<file path="src/rtl/jk_sched_pkg.sv">
// Shared definitions for the JK bank scheduler: command encoding, FSM states and the
// expected-readback rule.
package jk_sched_pkg;

    localparam logic [1:0] OP_HOLD   = 2'b00;
    localparam logic [1:0] OP_RESET  = 2'b01;
    localparam logic [1:0] OP_SET    = 2'b10;
    localparam logic [1:0] OP_TOGGLE = 2'b11;

    typedef enum logic [1:0] {
        ST_IDLE   = 2'd0,
        ST_DRIVE  = 2'd1,
        ST_SETTLE = 2'd2,
        ST_CHECK  = 2'd3
    } state_e;

    // Value a JK flop must hold after one clock of the given {J,K} command.
    function automatic logic expected_bit(input logic [1:0] op, input logic q);
        logic r;
        case (op)
            OP_HOLD:  r = q;
            OP_RESET: r = 1'b0;
            OP_SET:   r = 1'b1;
            default:  r = ~q;
        endcase
        return r;
    endfunction

endpackage

</file>
<file path="src/rtl/rr_arb2.sv">
// Two-requester round-robin arbiter; the priority pointer only moves when the grant is
// actually consumed (en_i).
module rr_arb2 (
    input  logic       clk_i,
    input  logic       rst_i,
    input  logic [1:0] req_i,
    input  logic       en_i,
    output logic [1:0] gnt_o
);

    logic ptr_q, ptr_d;

    always_comb begin
        if (req_i == 2'b11) begin
            gnt_o = ptr_q ? 2'b10 : 2'b01;
        end else begin
            gnt_o = req_i;
        end
        ptr_d = ptr_q;
        // After granting A the pointer favours B, and vice versa.
        if (en_i && (gnt_o != 2'b00)) begin
            ptr_d = gnt_o[0];
        end
    end

    always_ff @(posedge clk_i or posedge rst_i) begin
        if (rst_i) begin
            ptr_q <= 1'b0;
        end else begin
            ptr_q <= ptr_d;
        end
    end

endmodule

</file>
<file path="src/rtl/jk_bank_scheduler.sv">
// Arbitrates per-bit JK commands from two requesters, drives the bank for one clock,
// waits a settle interval and reports completion with a readback-mismatch flag.
module jk_bank_scheduler #(
    parameter int WIDTH      = 8,
    parameter int IDX_W      = $clog2(WIDTH),
    parameter int SETTLE_CYC = 1
) (
    input  logic             CLK,
    input  logic             RST,
    input  logic             VALID_A,
    input  logic             VALID_B,
    output logic             READY_A,
    output logic             READY_B,
    input  logic [1:0]       OP_A,
    input  logic [1:0]       OP_B,
    input  logic [IDX_W-1:0] IDX_A,
    input  logic [IDX_W-1:0] IDX_B,
    output logic [WIDTH-1:0] J,
    output logic [WIDTH-1:0] K,
    input  logic [WIDTH-1:0] Q,
    output logic             DONE,
    output logic             ERR,
    output logic             GNT_ID
);

    import jk_sched_pkg::*;

    localparam logic [IDX_W:0] WIDTH_L  = (IDX_W + 1)'(WIDTH);
    localparam logic [3:0]     CNT_LAST = 4'(SETTLE_CYC - 1);

    state_e             state_q, state_d;
    logic [1:0]         op_q, op_d;
    logic [IDX_W-1:0]   idx_q, idx_d;
    logic               gnt_id_q, gnt_id_d;
    logic               exp_q, exp_d;
    logic [3:0]         cnt_q, cnt_d;
    logic               done_q, done_d;
    logic               err_q, err_d;
    logic [WIDTH-1:0]   j_q, j_d, k_q, k_d;

    logic [1:0]         gnt;
    logic               idle;
    logic               hs;
    logic [1:0]         sel_op;
    logic [IDX_W-1:0]   sel_idx;
    logic               sel_inr;
    logic               sel_qbit;
    logic [WIDTH-1:0]   sel_hot;
    logic               idx_inr;
    logic               rb_qbit;

    // Gating with RST keeps READY low while reset is held, even though the state is IDLE.
    assign idle    = (state_q == ST_IDLE) && !RST;
    assign READY_A = idle && gnt[0];
    assign READY_B = idle && gnt[1];
    assign hs      = idle && (gnt != 2'b00);

    rr_arb2 u_arb (
        .clk_i (CLK),
        .rst_i (RST),
        .req_i ({VALID_B, VALID_A}),
        .en_i  (hs),
        .gnt_o (gnt)
    );

    assign sel_op   = gnt[1] ? OP_B : OP_A;
    assign sel_idx  = gnt[1] ? IDX_B : IDX_A;
    assign sel_inr  = {1'b0, sel_idx} < WIDTH_L;
    assign sel_qbit = sel_inr ? Q[sel_idx] : 1'b0;
    assign sel_hot  = sel_inr ? ({{(WIDTH-1){1'b0}}, 1'b1} << sel_idx) : '0;
    assign idx_inr  = {1'b0, idx_q} < WIDTH_L;
    assign rb_qbit  = idx_inr ? Q[idx_q] : 1'b0;

    always_comb begin
        state_d  = state_q;
        op_d     = op_q;
        idx_d    = idx_q;
        gnt_id_d = gnt_id_q;
        exp_d    = exp_q;
        cnt_d    = cnt_q;
        done_d   = 1'b0;
        err_d    = err_q;
        j_d      = '0;
        k_d      = '0;
        case (state_q)
            ST_IDLE: begin
                if (hs) begin
                    op_d     = sel_op;
                    idx_d    = sel_idx;
                    gnt_id_d = gnt[1];
                    exp_d    = expected_bit(sel_op, sel_qbit);
                    // J/K are registered so they appear exactly in the DRIVE cycle.
                    j_d      = sel_op[1] ? sel_hot : '0;
                    k_d      = sel_op[0] ? sel_hot : '0;
                    state_d  = ST_DRIVE;
                end
            end
            ST_DRIVE: begin
                cnt_d   = '0;
                state_d = ST_SETTLE;
            end
            ST_SETTLE: begin
                if (cnt_q == CNT_LAST) begin
                    cnt_d   = '0;
                    done_d  = 1'b1;
                    err_d   = !idx_inr || (rb_qbit != exp_q);
                    state_d = ST_CHECK;
                end else begin
                    cnt_d = cnt_q + 4'd1;
                end
            end
            ST_CHECK: begin
                state_d = ST_IDLE;
            end
            default: begin
                state_d = ST_IDLE;
            end
        endcase
    end

    always_ff @(posedge CLK or posedge RST) begin
        if (RST) begin
            state_q  <= ST_IDLE;
            op_q     <= OP_HOLD;
            idx_q    <= '0;
            gnt_id_q <= 1'b0;
            exp_q    <= 1'b0;
            cnt_q    <= '0;
            done_q   <= 1'b0;
            err_q    <= 1'b0;
            j_q      <= '0;
            k_q      <= '0;
        end else begin
            state_q  <= state_d;
            op_q     <= op_d;
            idx_q    <= idx_d;
            gnt_id_q <= gnt_id_d;
            exp_q    <= exp_d;
            cnt_q    <= cnt_d;
            done_q   <= done_d;
            err_q    <= err_d;
            j_q      <= j_d;
            k_q      <= k_d;
        end
    end

    assign J      = j_q;
    assign K      = k_q;
    assign DONE   = done_q;
    assign ERR    = err_q;
    assign GNT_ID = gnt_id_q;

endmodule

</file>
<file path="config.mk">
export PLATFORM = sky130hd
export DESIGN_NAME = jk_bank_scheduler
export DESIGN_NICKNAME = d
export VERILOG_FILES = /design/src/rtl/jk_sched_pkg.sv /design/src/rtl/rr_arb2.sv /design/src/rtl/jk_bank_scheduler.sv
export SDC_FILE = /design/constraint.sdc
export NUM_CORES = 1
export LEC_CHECK = 0
export CAP_MARGIN = 10
export CORE_ASPECT_RATIO = 0.5
export CORE_MARGIN = 2
export CORE_UTILIZATION = 45
export CTS_CLUSTER_SIZE = 40
export DETAILED_ROUTE_END_ITERATION = 16
export PLACE_DENSITY = 0.8
export SYNTH_ARGS = -nofsm -noshare
export SYNTH_HDL_FRONTEND = slang
export SYNTH_HIERARCHICAL = 1
export SYNTH_SLANG_ARGS = --single-unit
export TNS_END_PERCENT = 20
</file>
<file path="constraint.sdc">
create_clock -name CLK -period 1.8 [get_ports CLK]
set_input_delay 0.18 -clock CLK [delete_from_list [all_inputs] [get_ports CLK]]
set_output_delay 0.18 -clock CLK [all_outputs]
set_load 0.01 [all_outputs]
</file>
; ---- After elaboration in Yosys (flattened, before gate mapping)
; Cells that the tools add are included.
; W data, S select, Z words.
[totals]
mem_bits_ro = 0
latchBits = 0
input_bits = 22
ramBits = 0
n_memories = 0
ff_bits = 30
output_inout_bits = 21
wordCells = 60
[op_classes]
n_addsub = 1
mux = 22
div = 0
shifts = 1
n_eq_ne = 9
order_cmp = 2
multipliers = 0
bitwise = 1
reduce_logical = 14
[ops]
columns = cell, n
row1 = $mux W8, 6
row2 = $mux W2, 5
row3 = $eq A2 B2 Y1 const B, 4
row4 = $lt A3 B4 Y1 const B, 2
row5 = $pmux W2 S4, 1
row6 = $pmux W4 S2, 1
row7 = $shl A1 B3 Y8 const A, 1
row8 = $bmux W1 S3, 2
row9 = $reduce_and A2 Y1, 3
row10 = $logic_and A1 B1 Y1, 5
row11 = $add A4 B1 Y4 const B, 1
row12 = $eq A2 B1 Y1 const B, 2
row13 = $logic_not A2 Y1, 2
row14 = $logic_not A4 Y1, 1
row15 = $mux W1, 4
row16 = $mux W4, 1
row17 = $reduce_bool A2 Y1, 2
row18 = $mux W3, 1
row19 = $pmux W1 S3, 1
row20 = $ne A2 B1 Y1 const B, 1
row21 = $ne A2 B2 Y1 const B, 1
row22 = $logic_not A1 Y1, 1
row23 = $ne A1 B1 Y1, 1
row24 = $not A1 Y1, 1

; ---- Longest topological paths before layout
; Gate-level depths: netlist (run 1).
[logic_depth]
depth_word = 7
depth_mapped = 8
mapped_depth_nobuf = 7

; ---- Modules after synthesis
; The synthesis (run 1) kept the hierarchy.
[by_module_without_submodules]
columns = mod, area_each_um2, seq_area_each_um2, instances, cells_per_inst
row1 = jk_bank_scheduler, 1442.6, 725.7, 1, 141
row2 = rr_arb2, 58.8, 25.0, 1, 7

; ---- Least setup slack after synthesis (run 1)
; OpenSTA, ideal clock, no wires.
[synth_timing]
path_kind = reg2reg
start = reg u_arb.ptr_q
end = reg exp_q
stages_incl_launch_ff = 9
setup_ps = 130
synth_period_minus_slack_ps = 1657
required_time_ps = 1670
path_buffers = 1
arrival_time_ps = 1526
path_slack_ps = 143
path_cell_list = dfrtp_1 -> inv_1 -> a21boi_1 -> buf_2 -> nand2_1 -> o22a_1 -> o2111ai_1 -> a211o_1 -> o211ai_1
[synth_via]
elab_chain_len = 7
elab_cells_between_ends = 14
cone_classes = eq/ne (2) / mux (7) / bitwise (1) / reduce/logical (4)
[synth_lines]
columns = element, line
row1 = start: declaration, rr_arb2.sv:11  ; logic ptr_q, ptr_d;
row2 = start signal: assignment, rr_arb2.sv:30  ; ptr_q <= ptr_d;
row3 = $mux W2 (*), rr_arb2.sv:15  ; gnt_o = ptr_q ? 2'b10 : 2'b01;
row4 = $mux W2 (*), rr_arb2.sv:14  ; if (req_i == 2'b11) begin
row5 = via gnt[1], jk_bank_scheduler.sv:41  ; logic [1:0] gnt;
row6 = $mux W3, jk_bank_scheduler.sv:67  ; assign sel_idx = gnt[1] ? IDX_B : IDX_A;
row7 = $bmux W1 S3, jk_bank_scheduler.sv:69  ; assign sel_qbit = sel_inr ? Q[sel_idx] : 1'b0;
row8 = $mux W1 (not written as such), jk_bank_scheduler.sv:69
row9 = $not A1 Y1, jk_sched_pkg.sv:24  ; default: r = ~q;
row10 = $pmux W1 S3, jk_sched_pkg.sv:20  ; case (op)
row11 = end signal: assignment, jk_bank_scheduler.sv:138  ; exp_q <= exp_d;
row12 = end: declaration, jk_bank_scheduler.sv:35  ; logic exp_q, exp_d;
; The timed path passes the listed nets; every way through them passes the cells marked *. The select of a mux whose other input is x is not followed.
; A chain may end at the register's enable or synchronous reset.

; ---- Worst setup path in the final report (run 1)
[layout_timing]
start = reg state_q[1]
end = out READY_B
[layout_via]
elab_chain_len = 3
[layout_lines]
columns = element, line
row1 = start: declaration, jk_bank_scheduler.sv:31  ; state_e state_q, state_d;
row2 = start signal: assignment, jk_bank_scheduler.sv:134  ; state_q <= state_d;
row3 = $logic_not A2 Y1, jk_bank_scheduler.sv:53  ; assign idle = (state_q == ST_IDLE) && !RST;
row4 = $logic_and A1 B1 Y1, jk_bank_scheduler.sv:53
row5 = $logic_and A1 B1 Y1, jk_bank_scheduler.sv:55  ; assign READY_B = idle && gnt[1];
row6 = end: declaration, jk_bank_scheduler.sv:13  ; output logic READY_B,
; Every way passes these cells.

==> Implementation_results.wiki, run 1 <==
{| class="wikitable"
! Metric !! Value
|-
| Status || complete, no violations
|-
| Later-pin clock latency in the skew report || 0.28 ns
|-
| Reported max-cap violation count || 0
|-
| Share of synthesized flip-flops with an asynchronous set or reset || 1.00
|-
| Setup crit end kind || output pin
|-
| Width of the die || 85.7 um
|-
| Worst supply voltage drop on vdd || 0.677 mV
|-
| Synthesized netlist cell count || 148
|-
| Final hold viol count || 0
|-
| Sequential-to-total area share from yosys stat || 0.500
|-
| Std-Cell Core Area || 3080 um^2
|-
| Required time at the endpoint of the critical path || 1.62 ns
|-
| Fin Clk Skew || 0.00534 ns
|-
| Min-delay worst type || in2async
|-
| Met2 Wirelength || 2010 um
|-
| Count of pins over their slew limit || 0
|-
| Net count reported at finish || 247
|-
| Mean instance size in the synthesized netlist || 10.1 um^2
|-
| Diode count || 0
|-
| Antenna violations before repair || 0
|-
| Leading cell type in the layout, fill and taps excluded || sky130_fd_sc_hd__clkdlybuf4s50_1
|-
| Setup slack of the critical path after layout || 0.0914 ns
|-
| Met3 Routed Length || 255 um
|-
| Antenna-violating nets left || 0
|-
| Clock tree from TritonCTS || yes
|-
| Number of flops mapped to enable cells by yosys || 0
|-
| Syn nets || 174
|-
| Highest metal layer used by the detailed router || met4
|-
| Min Clock Period, post-route || 1.71 ns
|-
| Total half-perimeter wirelength after legalization and detailed placement || 2970 um
|-
| Yosys reg bits || 30
|-
| Area growth from synthesis to layout || 52.1%
|-
| Share of post-route cells with drive strength above 1 || 0.194
|-
| Placement-stage worst setup slack || -0.158 ns
|-
| Clock tree buffer depth || 2
|-
| Final critical-path share of the clock period || 0.949
|-
| Vias in the first global route || 1477
|-
| Distinct cell type count of the synthesized netlist || 42
|-
| 1st-iter DRT viols || 33
|-
| Weighted congestion at the end of routability-driven global placement || 0.870
|-
| Power Total || 2.41 mW
|-
| CTS Buf Count || 5
|-
| Leakage Power || 1.09 nW
|-
| Iteration count of the initial detailed-routing pass || 4
|-
| Boundary pin count || 43
|-
| Total standard cell area after synthesis || 1500 um^2
|-
| Hold_buf cts || 0
|-
| Clock edge transition at the registers on the reported setup and hold paths || 0.07 ns
|-
| DR vias/cell || 5.35
|-
| Power density cells || 1060 nW/um^2
|-
| Effective utilization at floorplan || 0.487
|-
| Crit start category || flop
|-
| Vias || 1403
|-
| Tightest Pin Transition || 0.429 ns
|-
| RSZ-0062 raised after global routing || yes
|-
| Classification of the worst setup path || reg2out
|-
| Commonest non-fill, non-tap cells in the layout || sky130_fd_sc_hd__clkdlybuf4s50_1 (40), sky130_fd_sc_hd__dfrtp_1 (30), sky130_fd_sc_hd__buf_4 (26)
|-
| Synth warnings || 6
|-
| Root Driver || sky130_fd_sc_hd__clkbuf_8
|-
| Reg-to-reg setup timing slack || 0.11 ns
|-
| Worst-case reg-to-reg path depth || 4
|-
| Die Area || 3840 um^2
|-
| Number of rows in the core area || 14
|-
| Maximum number of pins on one net before global-route repair || 22
|-
| Deepest level of the CTS H-tree || 2
|-
| WL final || 4020 um
|-
| Die Span Y || 44.8 um
|-
| Residual DRC || 0
|-
| # setup viols final || 0
|-
| Worst setup path startpoint || state_q[1]$_DFFE_PP0P_
|-
| Total gr overflow || 0
|-
| Average routed wire per standard cell || 15.3 um
|-
| # clock sinks || 30
|-
| Worst hold slack || 0.292 ns
|-
| Max Clk Rate || 0.585 GHz
|-
| Final-layout fill cell count || 209
|-
| Count of port buffers added during placement || 42
|-
| Worst reg2reg path endpoint || ERR$_DFFE_PP0P_
|-
| Peak fanout along the critical path || 3
|-
| Crit path arrival time || 1.53 ns
|-
| Max-slew headroom || 0.714
|-
| Wire length of the first global-routing pass || 6880 um
|-
| Total Routing Usage GR || 0.237
|-
| Metal-1 WL || 1740 um
|-
| Launch point of the worst reg-to-reg path || idx_q[0]$_DFFE_PP0P_
|-
| Dominant synthesized flop cell || sky130_fd_sc_hd__dfrtp_1
|}
[critical path, stage by stage, from the launching register on]
cell and delay [ns]:
sky130_fd_sc_hd__dfrtp_1 0.39, sky130_fd_sc_hd__inv_1 0.09, sky130_fd_sc_hd__ha_2 0.21, sky130_fd_sc_hd__nor2b_4 0.16, sky130_fd_sc_hd__and2_1 0.16, sky130_fd_sc_hd__clkdlybuf4s15_1 0.24
[layer usage]
layer | vias up | GRT usage
met5 | - | 0
met4 | 0 | 0.0825
met3 | 2 | 0.0530
met2 | 57 | 0.411
met1 | 675 | 0.304
li1 | 669 | -
[flip-flops by register name, indices dropped and copies added, names as in the netlist]
name / flops
idx_q: 3
J: 8
u_arb/ptr_q: 1
cnt_q: 4
GNT_ID: 1
state_q: 2
exp_q: 1
K: 8
ERR: 1
DONE: 1
[Yosys cell counts (2+ instances only)]
library cell,n,area share
sky130_fd_sc_hd__a21o_1,3,0.015
sky130_fd_sc_hd__a21oi_1,5,0.017
sky130_fd_sc_hd__a22o_1,2,0.012
sky130_fd_sc_hd__a2bb2oi_1,2,0.012
sky130_fd_sc_hd__a31oi_1,2,0.0083
sky130_fd_sc_hd__buf_2,2,0.0067
sky130_fd_sc_hd__dfrtp_1,30,0.50
sky130_fd_sc_hd__ha_1,4,0.033
sky130_fd_sc_hd__inv_1,13,0.033
sky130_fd_sc_hd__mux2i_1,6,0.040
sky130_fd_sc_hd__mux4_1,2,0.035
sky130_fd_sc_hd__nand2_1,13,0.033
sky130_fd_sc_hd__nand2b_1,3,0.013
sky130_fd_sc_hd__nand3_1,5,0.017
sky130_fd_sc_hd__nor2_1,18,0.045
sky130_fd_sc_hd__nor2b_1,4,0.017
sky130_fd_sc_hd__o2111ai_1,2,0.012
sky130_fd_sc_hd__o21ai_0,6,0.020
sky130_fd_sc_hd__o22a_1,2,0.012
sky130_fd_sc_hd__o31ai_1,2,0.010
[stage by stage]
stage,setup TNS [ns],std cells,utilization,instance area (um^2)
detailed placement,-1.23,254,0.705,2170
floorplan,0,148,-,1500
finish,0,262,0.741,2280
global placement,-0.327,254,0.705,2170
CTS,0,262,0.738,2280
global route,-0.0228,262,0.741,2280
[layout make-up]
class	count	area [um^2]	share of cell area
inverters	14	52.6	0.0230
repair buffers	69	636	0.278
flip-flops and latches	30	751	0.329
clock buffers	6	82.6	0.0362
clock inverters	2	12.5	0.00548
multi-input cells	101	699	0.306
well taps	40	50.0	0.0219
[cell families after synthesis]
kind of cell             Yosys count  share of synthesized area
adder cells (fa/ha/maj)            4                     0.0333
multiplexers                       9                     0.0850
buffers and inverters             17                     0.0442
flip-flops                        30                      0.500
AND/OR/NAND/NOR                   50                      0.157
XOR/XNOR                           1                    0.00583
AO/OA/AOI/OAI                     37                      0.175
[timing repair]
action / CTS / global route
setup endpoints to repair: 2 / 6
pin swaps: 0 / 1
gates resized for setup: 5 / 3
buffers inserted: 0 / 0
endpoints found under the hold margin: 0 / 0
cloned: 0 / 0
[worst max path at each step]
stage	end	slack, ns	cells after the start
after global placement	exp_q$_DFFE_PP0P_	-0.11	8
final	READY_B	0.09	5
after global routing	exp_q$_DFFE_PP0P_	-0.02	8
after CTS	READY_B	0.06	5
after floorplan	exp_q$_DFFE_PP0P_	0.14	8
after detailed placement	exp_q$_DFFE_PP0P_	-0.16	8
[power by group]
part	switching (mW)	internal (mW)
Clock	0.265	0.307
Combinational	0.440	0.534
Sequential	0.0740	0.793
Note: power is estimated with default switching activity, not from simulation.
==> run 2, diff against run 1 <==
- ABC_CLOCK_PERIOD_IN_PS: unset -> 1800
- CORE_ASPECT_RATIO: 0.5 -> 0.7
==> Implementation_results.wiki, run 2 (synthesis gave the netlist of run 1 again) <==
{| class="wikitable"
! Metric !! Value
|-
| Reg-to-reg setup timing slack || 0.09 ns (was 0.11 ns)
|-
| Effective utilization at floorplan || 0.474 (was 0.487)
|-
| Classification of the worst setup path || reg2reg (was reg2out)
|-
| # clock sinks || 30 (unchanged)
|-
| Min Clock Period, post-route || 1.71 ns (about the same)
|-
| Setup slack of the critical path after layout || 0.0931 ns (was 0.0914 ns)
|-
| Worst setup path startpoint || u_arb/ptr_q$_DFFE_PP0P_ (was state_q[1]$_DFFE_PP0P_)
|-
| Vias || 1381 (was 1403)
|-
| Later-pin clock latency in the skew report || 0.28 ns (about the same)
|-
| Maximum number of pins on one net before global-route repair || 29 (was 22)
|-
| Wire length of the first global-routing pass || 6090 um (was 6880 um)
|-
| Count of placed standard cells in the final layout, fillers left out || 260 (was 262)
|-
| Slowest CP cell || sky130_fd_sc_hd__dfrtp_1 (unchanged)
|-
| DR vias/cell || 5.31 (was 5.35)
|-
| Worst supply voltage drop on vdd || 0.744 mV (was 0.677 mV)
|-
| Total gr overflow || 0 (unchanged)
|-
| Average routed wire per standard cell || 14.2 um (was 15.3 um)
|-
| Status || complete, no violations (unchanged)
|-
| Weighted congestion at the end of routability-driven global placement || 0.824 (was 0.870)
|-
| Sum of negative setup slack || 0 ns (unchanged)
|-
| Boundary pin count || 43 (unchanged)
|-
| Clock tree buffer depth || 2 (unchanged)
|-
| 1st-iter DRT viols || 116 (was 33)
|-
| Vias in the first global route || 1354 (was 1477)
|-
| WL final || 3690 um (was 4020 um)
|-
| Tightest Pin Transition || 0.354 ns (was 0.429 ns)
|-
| Worst reg2reg path endpoint || exp_q$_DFFE_PP0P_ (was ERR$_DFFE_PP0P_)
|-
| Fin Clk Skew || 0.00420 ns (was 0.00534 ns)
|-
| Launch point of the worst reg-to-reg path || u_arb/ptr_q$_DFFE_PP0P_ (was idx_q[0]$_DFFE_PP0P_)
|-
| Width of the die || 73.0 um (was 85.7 um)
|-
| Worst-case reg-to-reg path depth || 8 (was 4)
|-
| Net count reported at finish || 247 (unchanged)
|-
| Die Span Y || 52.3 um (was 44.8 um)
|-
| Iteration count of the initial detailed-routing pass || 4 (unchanged)
|-
| Total half-perimeter wirelength after legalization and detailed placement || 2830 um (was 2970 um)
|-
| Max Clk Rate || 0.586 GHz (was 0.585 GHz)
|-
| # setup viols final || 0 (unchanged)
|-
| Root Driver || sky130_fd_sc_hd__clkbuf_8 (unchanged)
|-
| Levels on crit path || 8 (was 5)
|-
| Die Area || 3820 um^2 (was 3840 um^2)
|-
| Count of port buffers added during placement || 42 (unchanged)
|-
| Total Routing Usage GR || 0.210 (was 0.237)
|-
| Dominant delay contributor by cell family on the critical path || compound AO/OA/AOI/OAI gates (was flip-flops)
|-
| Reported max-cap violation count || 0 (unchanged)
|-
| Delay of the slowest critical-path stage || 0.39 ns (about the same)
|-
| Crit path buffers/inverters || 2 (unchanged)
|-
| Clock edge transition at the registers on the reported setup and hold paths || 0.07 ns (about the same)
|-
| Leading cell type in the layout, fill and taps excluded || sky130_fd_sc_hd__clkdlybuf4s50_1 (unchanged)
|-
| Peak fanout along the critical path || 7 (was 3)
|-
| Final hold viol count || 0 (unchanged)
|-
| Leakage Power || 1.09 nW (about the same)
|-
| Crit path arrival time || 1.91 ns (was 1.53 ns)
|-
| Final-layout fill cell count || 207 (was 209)
|-
| Required time at the endpoint of the critical path || 2.00 ns (was 1.62 ns)
|-
| CTS Buf Count || 5 (unchanged)
|-
| Placed insts || 250 (was 254)
|-
| Residual DRC || 0 (unchanged)
|-
| Crit start category || flop (unchanged)
|-
| Count of pins over their slew limit || 0 (unchanged)
|-
| Min-delay worst type || in2async (unchanged)
|-
| Number of rows in the core area || 17 (was 14)
|-
| Placement-stage worst setup slack || -0.211 ns (was -0.158 ns)
|-
| Clock tree from TritonCTS || yes (unchanged)
|-
| Area growth from synthesis to layout || 53.2% (was 52.1%)
|-
| Share of post-route cells with drive strength above 1 || 0.221 (was 0.194)
|-
| Antenna-violating nets left || 0 (unchanged)
|-
| Final critical-path share of the clock period || 0.948 (was 0.949)
|-
| Std-Cell Core Area || 3170 um^2 (was 3080 um^2)
|-
| Commonest non-fill, non-tap cells in the layout || sky130_fd_sc_hd__clkdlybuf4s50_1 (40), sky130_fd_sc_hd__dfrtp_1 (30), sky130_fd_sc_hd__buf_4 (26) (unchanged)
|-
| Setup crit end kind || flop (was output pin)
|-
| Diode count || 0 (unchanged)
|-
| Cell-by-cell listing of the critical path || inv_1 > a21boi_2 > buf_4 > nand2b_4 > a2bb2oi_1 > o2111ai_1 > a211o_1 > o211ai_1 (was inv_1 > ha_2 > nor2b_4 > and2_1 > clkdlybuf4s15_1)
|-
| Power density cells || 1060 nW/um^2 (about the same)
|-
| Worst setup path end || exp_q$_DFFE_PP0P_ (was READY_B)
|-
| Worst hold slack || 0.262 ns (was 0.292 ns)
|-
| Antenna violations before repair || 0 (unchanged)
|-
| Deepest level of the CTS H-tree || 2 (unchanged)
|-
| Max-slew headroom || 0.764 (was 0.714)
|}
## run 2: what timing repair did
| action | 4_1_cts | 5_1_grt |
|---|---|---|
| hold buffers | 0 | 0 |
| pin swaps | 0 | 1 |
| setup endpoints to repair | 2 | 6 |
| cloned | 0 | 1 |
| gates resized for setup | 4 | 12 |
| buffers inserted | 0 | 1 |
## run 2: per-layer routing
layer / GRT usage / part of all wire / wire [um] / vias up
met1: 0.273 / 0.45 / 1670 / 647
met4: 0.0802 / 0.020 / 74 / 0
met5: 0 / 0 / 0 / -
met2: 0.339 / 0.46 / 1690 / 63
met3: 0.0519 / 0.070 / 260 / 9
li1: - / - / - / 662
## run 2: stage by stage
stage / power (mW) / utilization / cell area (um^2)
2_1_floorplan: 1.41 / - / 1500
3_3_place_gp: 1.76 / 0.676 / 2140
3_5_place_dp: 1.80 / 0.676 / 2140
4_1_cts: 2.37 / 0.708 / 2240
5_1_grt: 2.59 / 0.726 / 2300
6_report: 2.43 / 0.726 / 2300
## run 2: worst min-delay path by stage
stage	to	start	slack [ns]
floorplan	u_arb/ptr_q$_DFFE_PP0P_	RST	-0.09
global placement	state_q[0]$_DFFE_PP0P_	state_q[0]$_DFFE_PP0P_	0.47
detailed placement	GNT_ID$_DFFE_PP0P_	GNT_ID$_DFFE_PP0P_	0.48
CTS	u_arb/ptr_q$_DFFE_PP0P_	RST	0.26
global route	u_arb/ptr_q$_DFFE_PP0P_	RST	0.27
finish	u_arb/ptr_q$_DFFE_PP0P_	RST	0.26
## run 2: worst reg2reg max path: cells and delay by family, from the launching register on
kind | cells | cell delay, ns
flops | 1 | 0.39
simple gates | 1 | 0.14
compound gates | 5 | 0.89
buf+inv | 2 | 0.22
## run 2: layout make-up
class,count,area [um^2],share of cell area
Inverter,14,52.6,0.0229
Tap cell,38,47.5,0.0207
Clock inverter,2,12.5,0.00544
Timing Repair Buffer,69,621,0.270
Multi-Input combinational cell,101,733,0.319
Clock buffer,6,82.6,0.0359
Sequential cell,30,751,0.326
## run 2: power by group
part / internal, mW / switching [mW] / total [mW]
combinational: 0.549 / 0.446 / 0.995
clock: 0.307 / 0.262 / 0.569
sequential: 0.793 / 0.0759 / 0.868
total: 1.65 / 0.784 / 2.43
==> run 3, diff against run 2 <==
- CORE_MARGIN: 2 -> 5
- CORE_UTILIZATION: 45 -> 47
- PLACE_DENSITY: 0.8 -> 0.83
- SETUP_SLACK_MARGIN: unset -> 0.15
==> Implementation_results.wiki, run 3 (synthesis gave the netlist of run 1 again) <==
{| class="wikitable"
! Metric !! Value
|-
| Clock tree buffer depth || 2 (unchanged)
|-
| Weighted congestion at the end of routability-driven global placement || 0.852 (was 0.824)
|-
| Vias || 1457 (was 1381)
|-
| Antenna-violating nets left || 0 (unchanged)
|-
| Levels on crit path || 8 (unchanged)
|-
| 1st-iter DRT viols || 85 (was 116)
|-
| Commonest non-fill, non-tap cells in the layout || sky130_fd_sc_hd__clkdlybuf4s50_1 (40), sky130_fd_sc_hd__dfrtp_1 (30), sky130_fd_sc_hd__buf_4 (28) (was sky130_fd_sc_hd__clkdlybuf4s50_1 (40), sky130_fd_sc_hd__dfrtp_1 (30), sky130_fd_sc_hd__buf_4 (26))
|-
| Final hold viol count || 0 (unchanged)
|-
| Std-Cell Core Area || 3110 um^2 (was 3170 um^2)
|-
| Leakage Power || 1.14 nW (was 1.09 nW)
|-
| Setup slack of the critical path after layout || -0.173 ns (was 0.0931 ns)
|-
| Setup crit end kind || flop (unchanged)
|-
| Die Span Y || 57.3 um (was 52.3 um)
|-
| Power Total || 2.76 mW (was 2.43 mW)
|-
| Count of pins over their slew limit || 0 (unchanged)
|-
| Placed cell area || 2150 um^2 (was 2140 um^2)
|-
| Required time at the endpoint of the critical path || 2.00 ns (about the same)
|-
| Worst supply voltage drop on vdd || 0.944 mV (was 0.744 mV)
|-
| Leading cell type in the layout, fill and taps excluded || sky130_fd_sc_hd__clkdlybuf4s50_1 (unchanged)
|-
| Placed insts || 251 (was 250)
|-
| Count of port buffers added during placement || 42 (unchanged)
|-
| Total Routing Usage GR || 0.201 (was 0.210)
|-
| Met3 Routed Length || 294 um (was 260 um)
|-
| Crit path buffers/inverters || 2 (unchanged)
|-
| Total half-perimeter wirelength after legalization and detailed placement || 3080 um (was 2830 um)
|-
| Wire length of the first global-routing pass || 7090 um (was 6090 um)
|-
| Final critical-path share of the clock period || 1.10 (was 0.948)
|-
| Register Area || 751 um^2 (unchanged)
|-
| Classification of the worst setup path || reg2reg (unchanged)
|-
| Metal-1 WL || 1840 um (was 1670 um)
|-
| Reg-to-reg setup timing slack || -0.17 ns (was 0.09 ns)
|-
| Placement-stage worst setup slack || -0.159 ns (was -0.211 ns)
|-
| Diode count || 0 (unchanged)
|-
| RSZ-0062 raised after global routing || yes
|-
| Peak fanout along the critical path || 6 (was 7)
|-
| CTS Buf Count || 5 (unchanged)
|-
| Sw Share || 0.296 (was 0.322)
|-
| Iteration count of the initial detailed-routing pass || 4 (unchanged)
|-
| Min Clock Period, post-route || 1.97 ns (was 1.71 ns)
|-
| Crit path arrival time || 2.17 ns (was 1.91 ns)
|-
| Clock edge transition at the registers on the reported setup and hold paths || 0.07 ns (about the same)
|-
| Final-layout fill cell count || 214 (was 207)
|-
| Status || finished with violations (was complete, no violations)
|-
| Proportion of power drawn by flip-flops and latches || 0.315 (was 0.357)
|-
| Root Driver || sky130_fd_sc_hd__clkbuf_8 (unchanged)
|-
| DR vias/cell || 5.56 (was 5.31)
|-
| Fin Clk Skew || 0.00419 ns (was 0.00420 ns)
|-
| Power density cells || 1150 nW/um^2 (was 1060 nW/um^2)
|-
| Number of rows in the core area || 17 (unchanged)
|-
| Vias in the first global route || 1543 (was 1354)
|-
| Width of the die || 77.6 um (was 73.0 um)
|-
| # setup viols final || 1 (was 0)
|-
| Dominant delay contributor by cell family on the critical path || compound AO/OA/AOI/OAI gates (unchanged)
|-
| Slowest CP cell || sky130_fd_sc_hd__dfrtp_1 (unchanged)
|-
| Count of placed standard cells in the final layout, fillers left out || 262 (was 260)
|-
| Met2 Wirelength || 2170 um (was 1690 um)
|-
| Deepest level of the CTS H-tree || 2 (unchanged)
|-
| Average routed wire per standard cell || 17.0 um (was 14.2 um)
|-
| Min-delay worst type || in2async (unchanged)
|-
| Highest metal layer used by the detailed router || met4 (unchanged)
|-
| Hold_buf cts || 0 (unchanged)
|-
| Reported max-cap violation count || 0 (unchanged)
|-
| Internal power contribution || 1.95 mW (was 1.65 mW)
|-
| Final cell utilization of the core || 0.772 (was 0.726)
|-
| Worst-case reg-to-reg path depth || 8 (unchanged)
|-
| WL final || 4450 um (was 3690 um)
|-
| Worst reg2reg path endpoint || exp_q$_DFFE_PP0P_ (unchanged)
|-
| Die Area || 4440 um^2 (was 3820 um^2)
|-
| Post-Layout Inst Area || 2400 um^2 (was 2300 um^2)
|-
| Residual DRC || 0 (unchanged)
|-
| Worst setup path end || exp_q$_DFFE_PP0P_ (unchanged)
|-
| Sum of negative setup slack || -0.173 ns (was 0 ns)
|-
| Comb pwr share || 0.379 (was 0.409)
|-
| # clock sinks || 30 (unchanged)
|-
| Power dissipated by switching net loads || 818 uW (was 784 uW)
|-
| Max-slew headroom || 0.660 (was 0.764)
|-
| Worst hold slack || 0.140 ns (was 0.262 ns)
|-
| Total gr overflow || 0 (unchanged)
|-
| Effective utilization at floorplan || 0.483 (was 0.474)
|-
| Later-pin clock latency in the skew report || 0.28 ns (about the same)
|-
| Net count reported at finish || 249 (was 247)
|-
| Cell-by-cell listing of the critical path || inv_1 > a21boi_2 > buf_6 > nor3_1 > o21ai_0 > o2111ai_2 > a211o_1 > o211ai_1 (was inv_1 > a21boi_2 > buf_4 > nand2b_4 > a2bb2oi_1 > o2111ai_1 > a211o_1 > o211ai_1)
|-
| Clock tree from TritonCTS || yes (unchanged)
|-
| Crit start category || flop (unchanged)
|-
| Worst setup path startpoint || u_arb/ptr_q$_DFFE_PP0P_ (unchanged)
|-
| Boundary pin count || 43 (unchanged)
|-
| Tightest Pin Transition || 0.502 ns (was 0.354 ns)
|-
| Delay of the slowest critical-path stage || 0.41 ns (was 0.39 ns)
|-
| Launch point of the worst reg-to-reg path || u_arb/ptr_q$_DFFE_PP0P_ (unchanged)
|-
| Antenna violations before repair || 0 (unchanged)
|-
| Share of post-route cells with drive strength above 1 || 0.263 (was 0.221)
|-
| Clock network fraction of design power || 0.307 (was 0.234)
|-
| Failing checks || negative setup slack
|-
| Area occupied by multi-input gates || 761 um^2 (was 733 um^2)
|-
| Max Clk Rate || 0.507 GHz (was 0.586 GHz)
|-
| Area growth from synthesis to layout || 59.7% (was 53.2%)
|-
| Maximum number of pins on one net before global-route repair || 30 (was 29)
|}
[run 3: power by group through the flow]
stage / logic (mW) / clock network [mW] / registers (mW)
final: 1.05 / 0.848 / 0.869
after global routing: 1.13 / 0.883 / 0.884
after CTS: 0.997 / 0.854 / 0.867
after detailed placement: 0.946 / 0 / 0.879
after global placement: 0.912 / 0 / 0.872
after floorplan: 0.533 / 0 / 0.884
[run 3: layout make-up]
type | count | area share
repair buffers | 71 | 0.269
clock inverters | 2 | 0.0250
well taps | 38 | 0.0198
clock buffers | 6 | 0.0344
flip-flops and latches | 30 | 0.313
inverters | 14 | 0.0219
multi-input cells | 101 | 0.317
[run 3: how the worst min path moves through the flow]
stage / start / endpoint / slack (ns) / cells after the start
2_1_floorplan: RST / u_arb/ptr_q$_DFFE_PP0P_ / -0.09 / 1
3_3_place_gp: RST / u_arb/ptr_q$_DFFE_PP0P_ / 0.38 / 2
3_5_place_dp: RST / u_arb/ptr_q$_DFFE_PP0P_ / 0.39 / 2
4_1_cts: RST / u_arb/ptr_q$_DFFE_PP0P_ / 0.14 / 2
5_1_grt: RST / u_arb/ptr_q$_DFFE_PP0P_ / 0.16 / 2
6_report: RST / u_arb/ptr_q$_DFFE_PP0P_ / 0.14 / 2
[run 3: layer usage]
layer / up-vias / track usage
met4: 0 / 0.0931
met2: 68 / 0.342
met1: 704 / 0.240
met5: - / 0
li1: 670 / -
met3: 15 / 0.0552
[run 3: repair_timing]
| item | 4_1_cts | 5_1_grt |
|---|---|---|
| cloned | 1 | 0 |
| pin swaps | 2 | 1 |
| setup endpoints to repair | 12 | 24 |
| resized for setup | 17 | 10 |
| setup buffers | 1 | 1 |
